### src/rtl/tdm_audio_decoder.sv
// tdm_audio_decoder: TDM serial-audio receiver with frame lock tracking, emitting one
// truncated sample per slot on a valid/ready stream tagged with its channel index.
module tdm_audio_decoder #(
  parameter int CHANNELS  = 8,
  parameter int SLOT_BITS = 32,
  parameter int DATA_BITS = 24
) (
  input  logic                        sclk,
  input  logic                        reset_n,
  input  logic                        fsync,
  input  logic                        sdin,
  input  logic                        is_i2s,
  input  logic                        fsync_polarity,
  output logic                        o_valid,
  input  logic                        o_ready,
  output logic [$clog2(CHANNELS)-1:0] o_channel,
  output logic                        o_last,
  output logic [DATA_BITS-1:0]        o_audio,
  output logic                        o_locked,
  output logic                        o_frame_error,
  output logic                        o_overrun
);
  localparam int CH_W = $clog2(CHANNELS);
  localparam int BW   = $clog2(SLOT_BITS);
  localparam logic [BW-1:0]   BIT_LAST  = BW'(SLOT_BITS - 1);
  localparam logic [CH_W-1:0] SLOT_LAST = CH_W'(CHANNELS - 1);

  typedef enum logic {HUNT, RUN} state_t;

  state_t                state_q, state_d;
  logic                  fs_q;
  logic [BW-1:0]         bit_q, bit_d, cur_bit;
  logic [CH_W-1:0]       slot_q, slot_d, cur_slot;
  logic [DATA_BITS-1:0]  sh_q, sh_d, word;
  logic                  valid_q, valid_d, last_q, last_d, err_q, err_d, ovr_q, ovr_d;
  logic [CH_W-1:0]       ch_q, ch_d;
  logic [DATA_BITS-1:0]  aud_q, aud_d;
  logic                  fs_edge, at_exp, restart, take, done;

  assign fs_edge = (fsync == fsync_polarity) && !fs_q;
  // The frame edge is due on the MSB of slot 0 (LJ) or on the LSB of the last slot (I2S)
  assign at_exp  = is_i2s ? (slot_q == SLOT_LAST && bit_q == BIT_LAST)
                          : (slot_q == '0 && bit_q == '0);

  always_comb begin
    state_d = state_q;
    err_d   = 1'b0;
    restart = 1'b0;
    take    = 1'b0;
    if (state_q == HUNT) begin
      state_d = fs_edge ? RUN : HUNT;
      restart = fs_edge;
      take    = fs_edge && !is_i2s;
    end else if (fs_edge && !at_exp) begin
      err_d   = 1'b1;
      restart = 1'b1;
      take    = !is_i2s;
    end else if (!fs_edge && at_exp) begin
      err_d   = 1'b1;
      state_d = HUNT;
      take    = is_i2s;
    end else begin
      take    = 1'b1;
    end
  end

  assign cur_bit  = restart ? '0 : bit_q;
  assign cur_slot = restart ? '0 : slot_q;
  assign done     = take && cur_bit == BIT_LAST;
  assign bit_d    = take ? (cur_bit == BIT_LAST ? '0 : cur_bit + 1'b1) : cur_bit;
  assign slot_d   = done ? (cur_slot == SLOT_LAST ? '0 : cur_slot + 1'b1) : cur_slot;
  // Only the top DATA_BITS of a slot are kept; the rest of the slot just passes by
  assign sh_d     = (take && int'(cur_bit) < DATA_BITS) ? {sh_q[DATA_BITS-2:0], sdin} : sh_q;
  assign word     = (DATA_BITS == SLOT_BITS) ? {sh_q[DATA_BITS-2:0], sdin} : sh_q;

  always_comb begin
    valid_d = valid_q;
    ch_d    = ch_q;
    aud_d   = aud_q;
    last_d  = last_q;
    ovr_d   = done && valid_q && !o_ready;
    if (done && !ovr_d) begin
      valid_d = 1'b1;
      ch_d    = cur_slot;
      aud_d   = word;
      last_d  = cur_slot == SLOT_LAST;
    end else if (!done && valid_q && o_ready) begin
      valid_d = 1'b0;
    end
  end

  always_ff @(posedge sclk or negedge reset_n) begin
    if (!reset_n) begin
      state_q <= HUNT;
      fs_q    <= 1'b0;
      bit_q   <= '0;
      slot_q  <= '0;
      sh_q    <= '0;
      valid_q <= 1'b0;
      ch_q    <= '0;
      aud_q   <= '0;
      last_q  <= 1'b0;
      err_q   <= 1'b0;
      ovr_q   <= 1'b0;
    end else begin
      state_q <= state_d;
      fs_q    <= fsync == fsync_polarity;
      bit_q   <= bit_d;
      slot_q  <= slot_d;
      sh_q    <= sh_d;
      valid_q <= valid_d;
      ch_q    <= ch_d;
      aud_q   <= aud_d;
      last_q  <= last_d;
      err_q   <= err_d;
      ovr_q   <= ovr_d;
    end
  end

  assign o_valid       = valid_q;
  assign o_channel     = ch_q;
  assign o_last        = last_q;
  assign o_audio       = aud_q;
  assign o_locked      = state_q == RUN;
  assign o_frame_error = err_q;
  assign o_overrun     = ovr_q;
endmodule

### config.mk
export PLATFORM = sky130hd
export DESIGN_NAME = tdm_audio_decoder
export DESIGN_NICKNAME = d
export VERILOG_FILES = /design/src/rtl/tdm_audio_decoder.sv
export SDC_FILE = /design/constraint.sdc
export NUM_CORES = 1
export LEC_CHECK = 0
export CORE_ASPECT_RATIO = 0.9
export CORE_MARGIN = 10
export CORE_UTILIZATION = 58
export CTS_CLUSTER_SIZE = 8
export DETAILED_ROUTE_END_ITERATION = 16
export PLACE_DENSITY = 0.84
export SETUP_SLACK_MARGIN = 0.4
export SYNTH_ARGS = -nofsm -noshare
export SYNTH_HDL_FRONTEND = slang
export SYNTH_SLANG_ARGS = --single-unit
export TNS_END_PERCENT = 5
### constraint.sdc
create_clock -name sclk -period 4.6 [get_ports sclk]
set_input_delay 0.46 -clock sclk [delete_from_list [all_inputs] [get_ports sclk]]
set_output_delay 0.46 -clock sclk [all_outputs]
set_load 0.005 [all_outputs]
== Word-level counts from Yosys, hierarchy flattened ==
Index checks and enable logic that the tools add are counted.
Word-level totals
  logic and storage cells: 63
  output and inout bits: 32
  flip-flop bits (word level): 65
Operators by class
  muxes and demuxes: 21
  magnitude comparators: 1
  reductions and logical operators: 23
  eq/ne operators: 5
  add/subtract/negate cells: 2
Operator list (count)
  2-to-1 mux 1 bit: 15
  2-to-1 mux 5 bit: 3
  logical AND 1 bit: 13
  == test 5 bit (second input constant): 2
  2-to-1 mux 3 bit: 3
  logical NOT 1 bit: 7
  == test 3 bit (second input constant): 2
  adder 5 x 1 -> 5 bit (second input constant): 1
  logical NOT 5 bit: 1
  less-than comparator 5 bit (second input constant): 1
  adder 3 x 1 -> 3 bit (second input constant): 1
  logical NOT 3 bit: 1
  nonzero test 2 bit: 1
  == test 1 bit: 1

== Logic depth before layout (Yosys ltp) ==
Gate-level depths: netlist of the first run.
  depth after elaboration: 15
  depth in mapped cells: 14

== Worst setup path after synthesis of the first run ==
Ideal clock, no wire load.
  path kind: reg-to-reg
  start point: reg bit_q[0]
  end point: reg aud_q[10], in the netlist o_audio[10]
  period minus slack after synthesis: 2.981 ns
  path slack: 1.619 ns
  arrival time: 2.856 ns
  cell stages (with the launch flop): 15
  path buffers: 1
  library setup time: 0.125 ns
  cell sequence: dfrtp_1 nor4_1 nand3_1 o31ai_1 inv_1 ha_1 a22oi_1 and2_1 ha_1 nand2_1 nor2_1 ha_1 nand4_4 buf_6 mux2_4
On the way
  longest elaborated chain between the ends: 14
  elaborated cells on any way between the ends: 20
  classes of those cells: eq/ne: 2; mux: 7; reduce/logical: 11
RTL lines
  from (decl): line 32  | logic [BW-1:0] bit_q, bit_d, cur_bit;
  from (signal assigned): line 108  | bit_q <= bit_d;
  == test 5 bit or logical NOT 5 bit (tied branches): line 42, 43
  logical AND 1 bit, on equally long branches: line 42, 43
  2-to-1 mux 1 bit: line 42  | assign at_exp = is_i2s ? (slot_q == SLOT_LAST && bit_q == BIT_LAST)
  logical NOT 1 bit: line 54  | end else if (fs_edge && !at_exp) begin
  logical AND 1 bit: line 54
  2-to-1 mux 1 bit: line 54
  2-to-1 mux 1 bit: line 50  | if (state_q == HUNT) begin
  2-to-1 mux 5 bit: line 67  | assign cur_bit = restart ? '0 : bit_q;
  == test 5 bit: line 69  | assign done = take && cur_bit == BIT_LAST;
  logical AND 1 bit (*): line 69
  logical AND 1 bit (2 in series): line 81  | ovr_d = done && valid_q && !o_ready;
  logical NOT 1 bit: line 82  | if (done && !ovr_d) begin
  logical AND 1 bit (*): line 82
  to (signal assigned): line 113  | aud_q <= aud_d;
  to (decl): line 37  | logic [DATA_BITS-1:0] aud_q, aud_d;
Mark *: on every way between the ends. The rest lies on a longest branch, timed or not.
A chain may end at the register's enable or synchronous reset.

== Final worst setup path of the first run ==
  start point: in is_i2s
  end point: reg aud_q[5], in the netlist o_audio[5]
On the way
  longest elaborated chain between the ends: 12
  elaborated cells on any way between the ends: 18
  classes of those cells: eq/ne: 1; mux: 7; reduce/logical: 10
RTL lines
  from (decl): line 12  | input logic is_i2s,
  2-to-1 mux 1 bit: line 42
  logical NOT 1 bit: line 54
  logical AND 1 bit: line 54
  2-to-1 mux 1 bit: line 54
  2-to-1 mux 1 bit: line 50
  2-to-1 mux 5 bit: line 67
  == test 5 bit: line 69
  logical AND 1 bit (*): line 69
  logical AND 1 bit (2 in series): line 81
  logical NOT 1 bit: line 82
  logical AND 1 bit (*): line 82
Marks and branches as above.

==> impl_summary.md, run 1 <==
Final layout
The filler cell count in the final layout is between 200 and 300. The combined area of the multi-input logic cells is around 1100 µm². The finished layout holds ~290 standard cells, fillers aside. The net total in the final layout is 237.

The number of antenna diodes is 0. Leaving out fill and tap cells, the most frequent cells in the layout are 65 x sky130_fd_sc_hd__dfrtp_1, 37 x sky130_fd_sc_hd__clkdlybuf4s50_1, 36 x sky130_fd_sc_hd__mux2_2. Summing all flip-flop and latch instances after layout gives 1630 µm².

The area growth from synthesis to layout is 24.6%. Of the cells placed in the final design, the portion with a size suffix greater than 1 is about a third. The leading cell type in the layout, fill and taps excluded is sky130_fd_sc_hd__dfrtp_1.

STA
Setup repair after global routing left no endpoint under its margin. On the final layout, the worst clock skew is 11.1 ps. Dividing the final minimum period by the clock period gives a little over four fifths. The number of slew-limit violations in the final report came to 0. The total setup violations reported at the end of the flow is 0.

The clock period minus final worst setup slack is 3830 ps. In this run the tightest slew margin relative to its limit is between 40% and 50%. The slew at the pin closest to its max-slew limit is 838 ps.

Setup total negative slack on the finished layout was measured at 0 ps. The maximum operating frequency is ~260 MHz. The number of hold-slack violations in the final timing report was 0.

Worst setup path
The largest single stage delay on the critical path is approximately 580 ps. The critical path is of the in -> reg type. The kind of cell with the highest combined delay on the critical path is buffers and inverters. The maximum fanout encountered on the critical timing path is 18.

The most repeated library cell on the critical path is sky130_fd_sc_hd__ha_1. The data required time of the worst path is roughly 4800 ps. Among all stages on the critical path, the largest delay is contributed by sky130_fd_sc_hd__clkdlybuf4s50_1. Walking the worst path, the cells encountered are clkdlybuf4s50_1 > nand4_1 > o31ai_1 > inv_1 > ha_1 > a22oi_1 > and2_1 > ha_1 > nand2_1 > nor2_1 > ha_1 > nand4_4 > buf_4 > mux2_4. STA classifies the critical path startpoint as an input pin. Data on the critical path arrives at its endpoint at around 4000 ps.

The worst path buffer plus inverter count is 3. The type of destination of the critical path is a flop.

CTS
The maximum level of the CTS H-tree is 3. The maximum count of clock buffers along a single path is 2. Counting every sink on the clock net gives 65. The number of buffers created by CTS is 9. The source-to-sink clock delay at the later pin of the worst-skew pair is between 300 and 400 ps. The buffer type at the clock tree root is sky130_fd_sc_hd__clkbuf_8. The clock-pin slew on the worst setup and hold paths is about 80 ps. The clock tree from TritonCTS is yes. The cts-stage hold buffer count is 0.

Post-CTS repair changed the size of 0 cells. The number of setup buffers added after CTS is 0.

Yosys
The sequential-to-total area share from yosys stat is around 60%. The count of mapped cells out of synthesis is 177. Of all flip-flops after synthesis, the portion carrying an async set or reset was 100%. The post-synth net total is 190.

The cell area that synthesis handed to floorplanning was approximately 2800 µm². Averaged over all synthesized cells, the footprint is between 15 and 20 µm². Yosys mapped a number of flops with a built-in enable equal to 0. In this run, synthesis produced a sequential element count of 65. For this run, the number of Yosys warnings is 0. The most used flip-flop cell after synthesis is sky130_fd_sc_hd__dfrtp_1.

The number of distinct standard cells referenced by the synthesized netlist is 29.

GRT
The first-pass GRT wire length is between 8000 and 9000 µm. Entering global routing, the biggest net connects 66 pins. The total overflow left after global routing is 0.

The number of global-route vias before repair is about 1700. The overall routing resource usage is between 10% and 20%. The initial antenna violation count came to 0.

Die
Measured along the y axis, the die boundary spans between 80 and 90 µm. The row count is 23. For this design the top-level I/O count stands at 39.

The width of the die is a little over 90 µm. The area inside the core boundary is roughly 4500 µm². The initial utilization of the core area, before any placement, comes to a little over 60%. The overall die area is ~8000 µm².

Routing
The detailed-route via count is 1573. The total iterations of the first detailed-routing run is 4. The via count normalized by instance count is 5.41.

For this run, design rule violations remaining after detail routing come to 0. The total wire length after detailed routing is roughly 5000 µm. The average wire per cell in the routed design is 17.6 µm. The count of nets left with antenna violations once routing finished came out at 0. For this block, the initial DRC count from the detailed router was 56.

Run
The max capacitance violation total is 0.

Placement
Detailed placement finished with a half-perimeter wire length of 3630 µm. The number of port buffers is 38. Routability-driven placement finished with a final weighted congestion of 0.790. In this run, placement finished with an instance count of 275.

Hold path
The path class of the lowest-slack min-delay path is in -> async.

Power
The leakage power figure is about 1.6 nW. For this design the ratio of total power to cell area is roughly 530 nW/µm². The worst-case vdd ir drop is approximately 0.00037 V.

Status
The flow ran to the end, and the final reports show no timing, DRC or antenna violations.
## area by class of cell
cell class	instances	area share [%]
flip-flops and latches	65	47.3
repair buffers	40	11.4
inverters	3	0.328
clock buffers	10	3.71
well taps	62	2.26
clock inverters	6	3.35
multi-input cells	105	31.7
## cells by family (layout without fill, tap and decap cells)
logic type / after synthesis / in the layout / synth area share, %
fa+ha+maj: 6 / 6 / 2.72
flops: 65 / 65 / 59.0
compound gates: 6 / 6 / 2.54
simple gates: 32 / 32 / 6.98
buf+inv: 7 / 59 / 1.59
mux: 57 / 57 / 25.9
xor+xnor: 4 / 4 / 1.27
## layer usage
metal / track usage [%] / wire, µm / up-vias
li1: - / - / 721
met1: 13.4 / 2000 / 800
met2: 24.6 / 2660 / 44
met3: 7.04 / 392 / 8
met4: 4.90 / 76 / 0
met5: 0 / 0 / -
## report_power, final
part | switching (W) | internal, W | leakage, nW
combinational | 0.000184 | 0.000239 | 0.683
clock | 0.000221 | 0.000363 | 0.117
sequential | 0.000107 | 0.000711 | 0.847
total | 0.000511 | 0.00131 | 1.65
## worst paths after layout
| kind | from | end | slack, ps | depth (start not counted) |
|---|---|---|---|---|
| worst max-delay path | is_i2s | o_audio[5]$_DFFE_PN0P_ | 770 | 14 |
| worst min-delay path | reset_n | o_audio[12]$_DFFE_PN0P_ | 280 | 2 |
| worst min register to register | sh_q[23]$_DFFE_PN0P_ | sh_q[23]$_DFFE_PN0P_ | 510 | 1 |
| min in group sclk | sh_q[23]$_DFFE_PN0P_ | sh_q[23]$_DFFE_PN0P_ | 510 | 1 |
| max in group asynchronous | reset_n | bit_q[4]$_DFF_PN0_ | 3810 | 2 |
| worst max register to register | bit_q[1]$_DFF_PN0_ | o_audio[5]$_DFFE_PN0P_ | 900 | 14 |
## synthesized netlist by cell type, drive strengths merged (2+ instances only)
cell type  instances  share of area, %
xnor2              3              0.95
nor3               2              0.36
nand3              5              0.91
nand2              6              0.82
nor2               4              0.54
and2               6               1.4
inv                3              0.41
nand4              2               1.0
dfrtp             65                59
nand2b             3              0.77
buf                4               1.2
mux2              56                26
ha                 6               2.7
## metrics by stage
stage	area, µm²	utilization [%]	setup slack [ps]	hold WS (ps)	total power (W)
after floorplan	2760	-	1620	164	0.00113
after global routing	3440	76.1	413	331	0.00191
final	3440	76.1	766	275	0.00182
after CTS	3440	76.1	769	297	0.00184
after global placement	3190	70.7	682	485	0.00121
after detailed placement	3190	70.7	408	493	0.00125
## worst register-to-register path: stages (launching register included)
cell and delay [ps]:
sky130_fd_sc_hd__dfrtp_1 410, sky130_fd_sc_hd__nor4_1 360, sky130_fd_sc_hd__nand3_1 120, sky130_fd_sc_hd__o31ai_1 120, sky130_fd_sc_hd__inv_1 80, sky130_fd_sc_hd__ha_1 230, sky130_fd_sc_hd__a22oi_1 490, sky130_fd_sc_hd__and2_1 270
sky130_fd_sc_hd__ha_1 190, sky130_fd_sc_hd__nand2_1 60, sky130_fd_sc_hd__nor2_1 100, sky130_fd_sc_hd__ha_1 260, sky130_fd_sc_hd__nand4_4 240, sky130_fd_sc_hd__buf_4 330, sky130_fd_sc_hd__mux2_4 330
## sequential cells by signal (all words and copies together) (netlist names)
signal,flops
fs_q,1
slot_q,3
o_channel,3
sh_q,24
o_locked,1
bit_q,5
o_overrun,1
o_last,1
o_frame_error,1
o_valid,1
o_audio,24
No activity file was read; power rests on OpenSTA's default activity.
==> run 2: changes to the inputs <==
Settings changed: CORE_UTILIZATION 58 to 54, PLACE_DENSITY 0.84 to 0.79.
Clock period 4.6 ns to 3.72 ns, I/O delays scaled along.
==> run 2 against run 1 <==
Against the previous run:
- clock skew fell by 5.8 ps
- sequential share of layout area down 0.76 points
- total power increased by 25%
- cell area rose by 1.6%
- largest power group unchanged
- highest routed layer unchanged
==> impl_summary.md, run 2 (synthesized netlist as in run 1, its figures left out) <==
Status
Result of the run: finished, final reports clean (unchanged).

STA
The total setup violations reported at the end of the flow came to 0 (unchanged). The clock period minus final worst setup slack is 3110 ps. The number of hold-slack violations in the final timing report is 0 (unchanged). The total negative setup slack is 0 ps (unchanged). In the finished design, the share of the clock period the worst path needs comes to between 80 and 90%. The number of slew-limit violations in the final report is 0 (unchanged). The slew at the pin closest to its max-slew limit came to 831 ps (was 838 ps).

The maximum operating frequency is 321 MHz. The worst clock skew on the final layout is 5.30 ps (was 11.1 ps). Setup repair after global routing missed its margin: no (unchanged).

The max-slew headroom at the worst pin came to 44.6% (was 43.8%).

Worst setup path
The data required time of the worst path is 3940 ps (was 4820 ps). The type of destination of the critical path is a flop (unchanged). The worst path arrival time is 3330 ps (was 4060 ps). The maximum fanout encountered on the critical timing path is 14 (was 18).

The startpoint of the worst-slack reg-to-reg timing path is bit_q[0]$_DFF_PN0_ (was bit_q[1]$_DFF_PN0_). The capture point of the worst reg-to-reg path was o_audio[8]$_DFFE_PN0P_ (was o_audio[5]$_DFFE_PN0P_). The category of the worst setup path launch point was a flop (was input pin). The worst reg-to-reg path cell count was 14 (unchanged). The slack of the worst reg-to-reg path is 610 ps (was 900 ps). The critical path class was reg -> reg (was in -> reg).

Routing
The total wire length after detailed routing is 5310 µm (was 5130 µm). The initial detailed-routing violation count came to 54 (was 56). The total iterations of the first detailed-routing run is 4 (unchanged). The average wire per cell in the routed design is 17.8 µm (was 17.6 µm).

The remaining number of nets flagged by the antenna check after routing is 0 (unchanged). The detailed-route via count is 1582 (was 1573). The via count normalized by instance count is 5.31 (was 5.41). The remaining design rule violation count is 0 (unchanged).

Die
The boundary pin count is 39 (unchanged). The floorplan die height is 87.8 µm (was 85.4 µm). The row count is 24 (was 23). The initial core utilization is 56.4% (was 61.1%). The width of the die is 95.3 µm (was 92.7 µm). The overall die area is 8370 µm² (was 7920 µm²). The area inside the core boundary came to 4890 µm² (was 4520 µm²).

CTS
The sink count of the clock tree is 65 (unchanged). The clock-pin slew on the worst setup and hold paths is 70 ps (was 80 ps). The number of buffers created by CTS came to 9 (unchanged). The maximum count of clock buffers along a single path was 2 (unchanged). The clock tree from TritonCTS is yes (unchanged).

The source-to-sink clock delay at the later pin of the worst-skew pair is 340 ps (was 350 ps). The cts-stage hold buffer count is 0 (unchanged). The buffer type at the clock tree root is sky130_fd_sc_hd__clkbuf_8 (unchanged).

The maximum level of the CTS H-tree was 3 (unchanged).

Power
The proportion of power drawn by the clock network came to 31.7% (was 32.0%). The power dissipated by switching net loads is 0.000623 W (was 0.000511 W). The leakage power figure is 1.68 nW (was 1.65 nW). The total power is 0.00228 W (was 0.00182 W). The internal power is 0.00166 W (was 0.00131 W). The power density of the placed cells is 652 nW/µm² (was 531 nW/µm²). The sequential fraction of design power is 44.6% (was 44.8%). The switching portion of total power came to 27.4% (was 28.0%).

The share of total power in combinational logic is 23.7% (was 23.2%). The worst-case vdd ir drop was 0.000429 V (was 0.000370 V).

Placement
The placer's final routability congestion estimate is 0.793 (was 0.790). The total half-perimeter wirelength after legalization and detailed placement is 3600 µm (was 3630 µm). The number of port buffers came to 38 (unchanged).

Final layout
The share of post-route cells with drive strength above 1 is 37.8% (was 34.9%). Leading cell types in the layout, fill and taps excluded: 65 x sky130_fd_sc_hd__dfrtp_1, 36 x sky130_fd_sc_hd__mux2_2, 36 x sky130_fd_sc_hd__clkdlybuf4s50_1 (was 65 x sky130_fd_sc_hd__dfrtp_1, 37 x sky130_fd_sc_hd__clkdlybuf4s50_1, 36 x sky130_fd_sc_hd__mux2_2). The number of antenna diodes is 0 (unchanged). The net total in the final layout is 241 (was 237). The area growth from synthesis to layout is 26.6% (was 24.6%). The leading cell type in the layout, fill and taps excluded is sky130_fd_sc_hd__dfrtp_1 (unchanged).

GRT
The overall routing resource usage is 13.8% (about the same). The initial antenna violation count is 0 (unchanged). The number of global-route vias before repair came to 1765 (was 1740). The sum of overflow across all layers after global routing is 0 (unchanged). The first-pass GRT wire length was 8930 µm (was 8500 µm). The pin count of the biggest net entering global routing is 39 (was 66).

Run
The max capacitance violation total is 0 (unchanged).

Hold path
The path class of the lowest-slack min-delay path is in -> async (unchanged).
run 2: through the flow:
stage / hold WS, ps / cells / util [%] / setup slack, ps / cell area (µm²)
after floorplan: 76.4 / 177 / - / 739 / 2760
after global placement: 490 / 280 / 65.6 / 265 / 3210
after detailed placement: 493 / 280 / 65.6 / 27.2 / 3210
after CTS: 169 / 296 / 70.7 / 406 / 3460
after global routing: 201 / 298 / 71.4 / 351 / 3490
final: 139 / 298 / 71.4 / 606 / 3490
run 2: layout make-up:
| cell class | instances | area, µm² |
|---|---|---|
| Multi-Input combinational cell | 105 | 1110 |
| Timing Repair Buffer | 44 | 423 |
| Sequential cell | 65 | 1630 |
| Tap cell | 65 | 81.3 |
| Inverter | 3 | 11.3 |
| Fill cell | 321 | 1400 |
| Clock buffer | 11 | 141 |
| Clock inverter | 5 | 103 |
run 2: critical path, cell delays in order (launching register included):
cell and delay [ps]:
sky130_fd_sc_hd__dfrtp_1 410, sky130_fd_sc_hd__nor4_2 300, sky130_fd_sc_hd__nand3_1 120, sky130_fd_sc_hd__o31ai_2 90
sky130_fd_sc_hd__inv_1 90, sky130_fd_sc_hd__ha_1 240, sky130_fd_sc_hd__a22oi_2 270, sky130_fd_sc_hd__and2_1 220
sky130_fd_sc_hd__ha_1 200, sky130_fd_sc_hd__nand2_1 60, sky130_fd_sc_hd__nor2_1 120, sky130_fd_sc_hd__ha_2 240
sky130_fd_sc_hd__nand4_4 80, sky130_fd_sc_hd__buf_4 230, sky130_fd_sc_hd__mux2_4 320
run 2: timing repair:
item / 4_1_cts / 5_1_grt
setup endpoints to repair: 30 / 32
resized for setup: 1 / 4
pin swaps: 0 / 1
buffers inserted: 0 / 2
run 2: power groups by stage:
stage	clock network (W)	registers (W)	logic [W]
after floorplan	0	0.000978	0.000417
after global placement	0	0.00101	0.000494
after detailed placement	0	0.00102	0.000524
after CTS	0.000731	0.00101	0.000529
after global routing	0.000766	0.00104	0.000592
final	0.000723	0.00102	0.000539
run 2: layer usage:
metal | global-route usage (%) | routed length [µm] | vias up
met5 | 0 | 0 | -
met4 | 7.07 | 118 | 0
met3 | 3.85 | 285 | 13
met2 | 21.6 | 2560 | 34
met1 | 17.0 | 2340 | 808
li1 | - | - | 727
run 2: worst max path at each step:
stage	startpoint	endpoint	slack, ps	cells past startpoint
after floorplan	bit_q[0]$_DFF_PN0_	o_audio[10]$_DFFE_PN0P_	740	14
after global placement	is_i2s	o_audio[8]$_DFFE_PN0P_	260	14
after detailed placement	is_i2s	o_audio[10]$_DFFE_PN0P_	30	14
after CTS	is_i2s	o_audio[15]$_DFFE_PN0P_	410	14
after global routing	bit_q[0]$_DFF_PN0_	o_audio[6]$_DFFE_PN0P_	350	14
final	bit_q[0]$_DFF_PN0_	o_audio[8]$_DFFE_PN0P_	610	14
==> run 3: changes to the inputs <==
Clock period 3.72 ns to 3.1 ns, I/O delays scaled along.
==> run 3 against run 2 <==
Against the previous run:
- cell area is 2.2% higher
- sequential share of layout area is 0.94 points lower
- die area stayed put
- combinational power is 29% higher
- total power is 25% higher
- global-route usage is 0.31 points higher
==> impl_summary.md, run 3 (synthesized netlist as in run 1, its figures left out) <==
STA
Setup repair after global routing missed its margin: yes (was no). The maximum operating frequency is 347 MHz (was 321 MHz). The number of slew-limit violations in the final report was 0 (unchanged). The max-slew headroom at the worst pin is 28.3% (was 44.6%).

The worst clock skew on the final layout is 11.7 ps (was 5.30 ps). The clock period minus final worst setup slack is 2880 ps (was 3110 ps). The number of hold-slack violations in the final timing report was 0 (unchanged). The final worst-path setup slack is 217 ps (was 606 ps). The final cycle utilization of the critical path is 93.0% (was 83.7%).

The slew at the pin closest to its max-slew limit came to 1080 ps (was 831 ps). The total setup violations reported at the end of the flow is 0 (unchanged).

Placement
The placer's final routability congestion estimate is 0.933 (was 0.793). The total half-perimeter wirelength after legalization and detailed placement is 3810 µm (was 3600 µm). The total cell area at the placement stage was 3290 µm² (was 3210 µm²). The number of port buffers was 38 (unchanged).

The setup slack after placement came to -13.0 ps (was 27.2 ps).

Die
The overall die area is 8370 µm² (unchanged). The row count is 24 (unchanged). The boundary pin count came to 39 (unchanged). The floorplan die height was 87.8 µm (unchanged). The area inside the core boundary is 4890 µm² (unchanged). The initial core utilization is 56.4% (unchanged).

The width of the die is 95.3 µm (unchanged).

GRT
The initial antenna violation count is 0 (unchanged). The number of global-route vias before repair is 1765 (unchanged). The layer with the highest usage is met2 (unchanged).

The met2 usage in global routing is 23.7% (was 21.6%). The sum of overflow across all layers after global routing was 0 (unchanged). The overall routing resource usage is 14.1% (was 13.8%). The met3 capacity usage during global routing came to 5.82% (was 3.85%). The first-pass GRT wire length is 9030 µm (was 8930 µm). The pin count of the biggest net entering global routing is 50 (was 39).

The met1 layer usage reported by global route is 15.7% (was 17.0%).

CTS
The clock-pin slew on the worst setup and hold paths came to 70 ps (about the same). The maximum count of clock buffers along a single path is 2 (unchanged). The source-to-sink clock delay at the later pin of the worst-skew pair was 330 ps (was 340 ps).

The maximum level of the CTS H-tree is 3 (unchanged). The clock tree from TritonCTS is yes (unchanged). The cts-stage hold buffer count came to 0 (unchanged). The buffer type at the clock tree root was sky130_fd_sc_hd__clkbuf_8 (unchanged). The number of buffers created by CTS is 9 (unchanged). The sink count of the clock tree came to 65 (unchanged).

Worst setup path
Series of cell instances along the critical path: nor4_4 > nand3_1 > o31ai_2 > inv_1 > ha_2 > a22oi_2 > and2_4 > ha_4 > nand2_1 > nor2_1 > ha_2 > nand4_4 > buf_12 > mux2_4 (was nor4_2 > nand3_1 > o31ai_2 > inv_1 > ha_1 > a22oi_2 > and2_1 > ha_1 > nand2_1 > nor2_1 > ha_2 > nand4_4 > buf_4 > mux2_4). The kind of cell with the highest combined delay on the critical path is simple AND/OR/NAND/NOR gates (unchanged). The maximum cell stage delay along the critical path came to 450 ps (was 410 ps). The worst path buffer plus inverter count is 2 (unchanged). The type of destination of the critical path is a flop (unchanged). The most repeated library cell on the critical path is sky130_fd_sc_hd__ha_2 (was sky130_fd_sc_hd__ha_1). The worst path arrival time was 3090 ps (was 3330 ps). The category of the worst setup path launch point is a flop (unchanged).

The capture point of the worst reg-to-reg path is o_audio[5]$_DFFE_PN0P_ (was o_audio[8]$_DFFE_PN0P_). The critical path class was reg -> reg (unchanged). The maximum fanout encountered on the critical timing path came to 28 (was 14). The cell with the largest stage delay on the worst path is sky130_fd_sc_hd__dfrtp_2 (was sky130_fd_sc_hd__dfrtp_1). The startpoint of the worst-slack reg-to-reg timing path is bit_q[3]$_DFF_PN0_ (was bit_q[0]$_DFF_PN0_). The worst reg-to-reg path cell count is 14 (unchanged). The data required time of the worst path is 3310 ps (was 3940 ps). The slack of the worst reg-to-reg path was 220 ps (was 610 ps).

Power
The switching portion of total power was 27.3% (was 27.4%). The worst-case vdd ir drop is 0.000717 V (was 0.000429 V). The proportion of power drawn by the clock network is 32.3% (was 31.7%). The power density of the placed cells is 799 nW/µm² (was 652 nW/µm²). The leakage power figure is 1.70 nW (was 1.68 nW).

The share of total power in combinational logic is 24.4% (was 23.7%). The power dissipated by switching net loads is 0.000779 W (was 0.000623 W). The sequential fraction of design power is 43.2% (was 44.6%). The internal power is 0.00207 W (was 0.00166 W).

Routing
The remaining number of nets flagged by the antenna check after routing is 0 (unchanged). The via count normalized by instance count is 5.28 (was 5.31). The detailed-route via count is 1589 (was 1582). The remaining design rule violation count was 0 (unchanged). The average wire per cell in the routed design is 18.0 µm (was 17.8 µm).

The initial detailed-routing violation count is 62 (was 54). The total iterations of the first detailed-routing run is 4 (unchanged). The total wire length after detailed routing was 5420 µm (was 5310 µm).

Final layout
The filler cell count in the final layout is 313 (was 321). The area growth from synthesis to layout was 29.4% (was 26.6%). The total non-filler cell area in the finished layout is 3570 µm² (was 3490 µm²). Leading cell types in the layout, fill and taps excluded: 63 x sky130_fd_sc_hd__dfrtp_1, 37 x sky130_fd_sc_hd__clkdlybuf4s50_1, 36 x sky130_fd_sc_hd__mux2_2 (was 65 x sky130_fd_sc_hd__dfrtp_1, 36 x sky130_fd_sc_hd__mux2_2, 36 x sky130_fd_sc_hd__clkdlybuf4s50_1). The share of post-route cells with drive strength above 1 is 41.1% (was 37.8%). The net total in the final layout is 244 (was 241). The leading cell type in the layout, fill and taps excluded was sky130_fd_sc_hd__dfrtp_1 (unchanged). The number of antenna diodes is 0 (unchanged).

Status
Result of the run: finished, final reports clean (unchanged).

Hold path
The path class of the lowest-slack min-delay path is in -> async (unchanged).

Run
The max capacitance violation total is 0 (unchanged).
==> run 3: per-layer routing <==
metal / share of wire [%] / routed length (µm) / vias to the layer above
met5: 0 / 0 / -
met4: 1.2 / 67 / 0
met3: 5.8 / 312 / 9
met2: 53 / 2880 / 40
met1: 40 / 2160 / 802
li1: - / - / 738
==> run 3: worst reg2reg max path, stage by stage (launching register included) <==
cell                      delay (ps)
sky130_fd_sc_hd__dfrtp_2         450
sky130_fd_sc_hd__nor4_4          290
sky130_fd_sc_hd__nand3_1         120
sky130_fd_sc_hd__o31ai_2          90
sky130_fd_sc_hd__inv_1            80
sky130_fd_sc_hd__ha_2            190
sky130_fd_sc_hd__a22oi_2         200
sky130_fd_sc_hd__and2_4          200
sky130_fd_sc_hd__ha_4            130
sky130_fd_sc_hd__nand2_1          50
sky130_fd_sc_hd__nor2_1          120
sky130_fd_sc_hd__ha_2            220
sky130_fd_sc_hd__nand4_4          80
sky130_fd_sc_hd__buf_12          200
sky130_fd_sc_hd__mux2_4          340
==> run 3: worst max path at each step <==
stage	to	slack, ps	startpoint	depth (start not counted)
2_1_floorplan	o_audio[10]$_DFFE_PN0P_	260	bit_q[1]$_DFF_PN0_	14
3_3_place_gp	o_audio[19]$_DFFE_PN0P_	60	is_i2s	14
3_5_place_dp	o_audio[5]$_DFFE_PN0P_	-10	is_i2s	14
4_1_cts	o_audio[5]$_DFFE_PN0P_	240	bit_q[1]$_DFF_PN0_	14
5_1_grt	o_audio[5]$_DFFE_PN0P_	30	bit_q[3]$_DFF_PN0_	14
6_report	o_audio[5]$_DFFE_PN0P_	220	bit_q[3]$_DFF_PN0_	14
==> run 3: timing repair <==
action | in CTS | in global routing
gates resized for setup | 1 | 4
setup buffers | 0 | 1
endpoints found under the setup margin | 33 | 59
pin swaps | 0 | 3
==> run 3: power groups by stage <==
stage	clock [W]	combinational (W)	sequential, W
after floorplan	0	0.000524	0.00117
after global placement	0	0.000629	0.00120
after detailed placement	0	0.000674	0.00123
after CTS	0.000943	0.000686	0.00123
after global routing	0.000986	0.000759	0.00127
final	0.000923	0.000697	0.00123
==> run 3: final cells by class <==
cell class              instances  area [µm²]  area share, %
flip-flops and latches         65        1630           45.6
well taps                      65        81.3           2.28
repair buffers                 47         455           12.8
clock inverters                 6         130           3.64
multi-input cells             105        1140           31.8
clock buffers                  10         128           3.57
inverters                       3        11.3          0.315
==> run 3: stage by stage <==
stage	TNS (ps)	power, W	util [%]	hold slack (ps)	cells
finish	0	0.00285	73.0	165	301
global route	0	0.00301	73.0	249	301
CTS	0	0.00285	72.5	195	300
detailed placement	-38.4	0.00190	67.1	496	284
global placement	0	0.00183	67.1	484	284
floorplan	0	0.00170	-	14.4	177
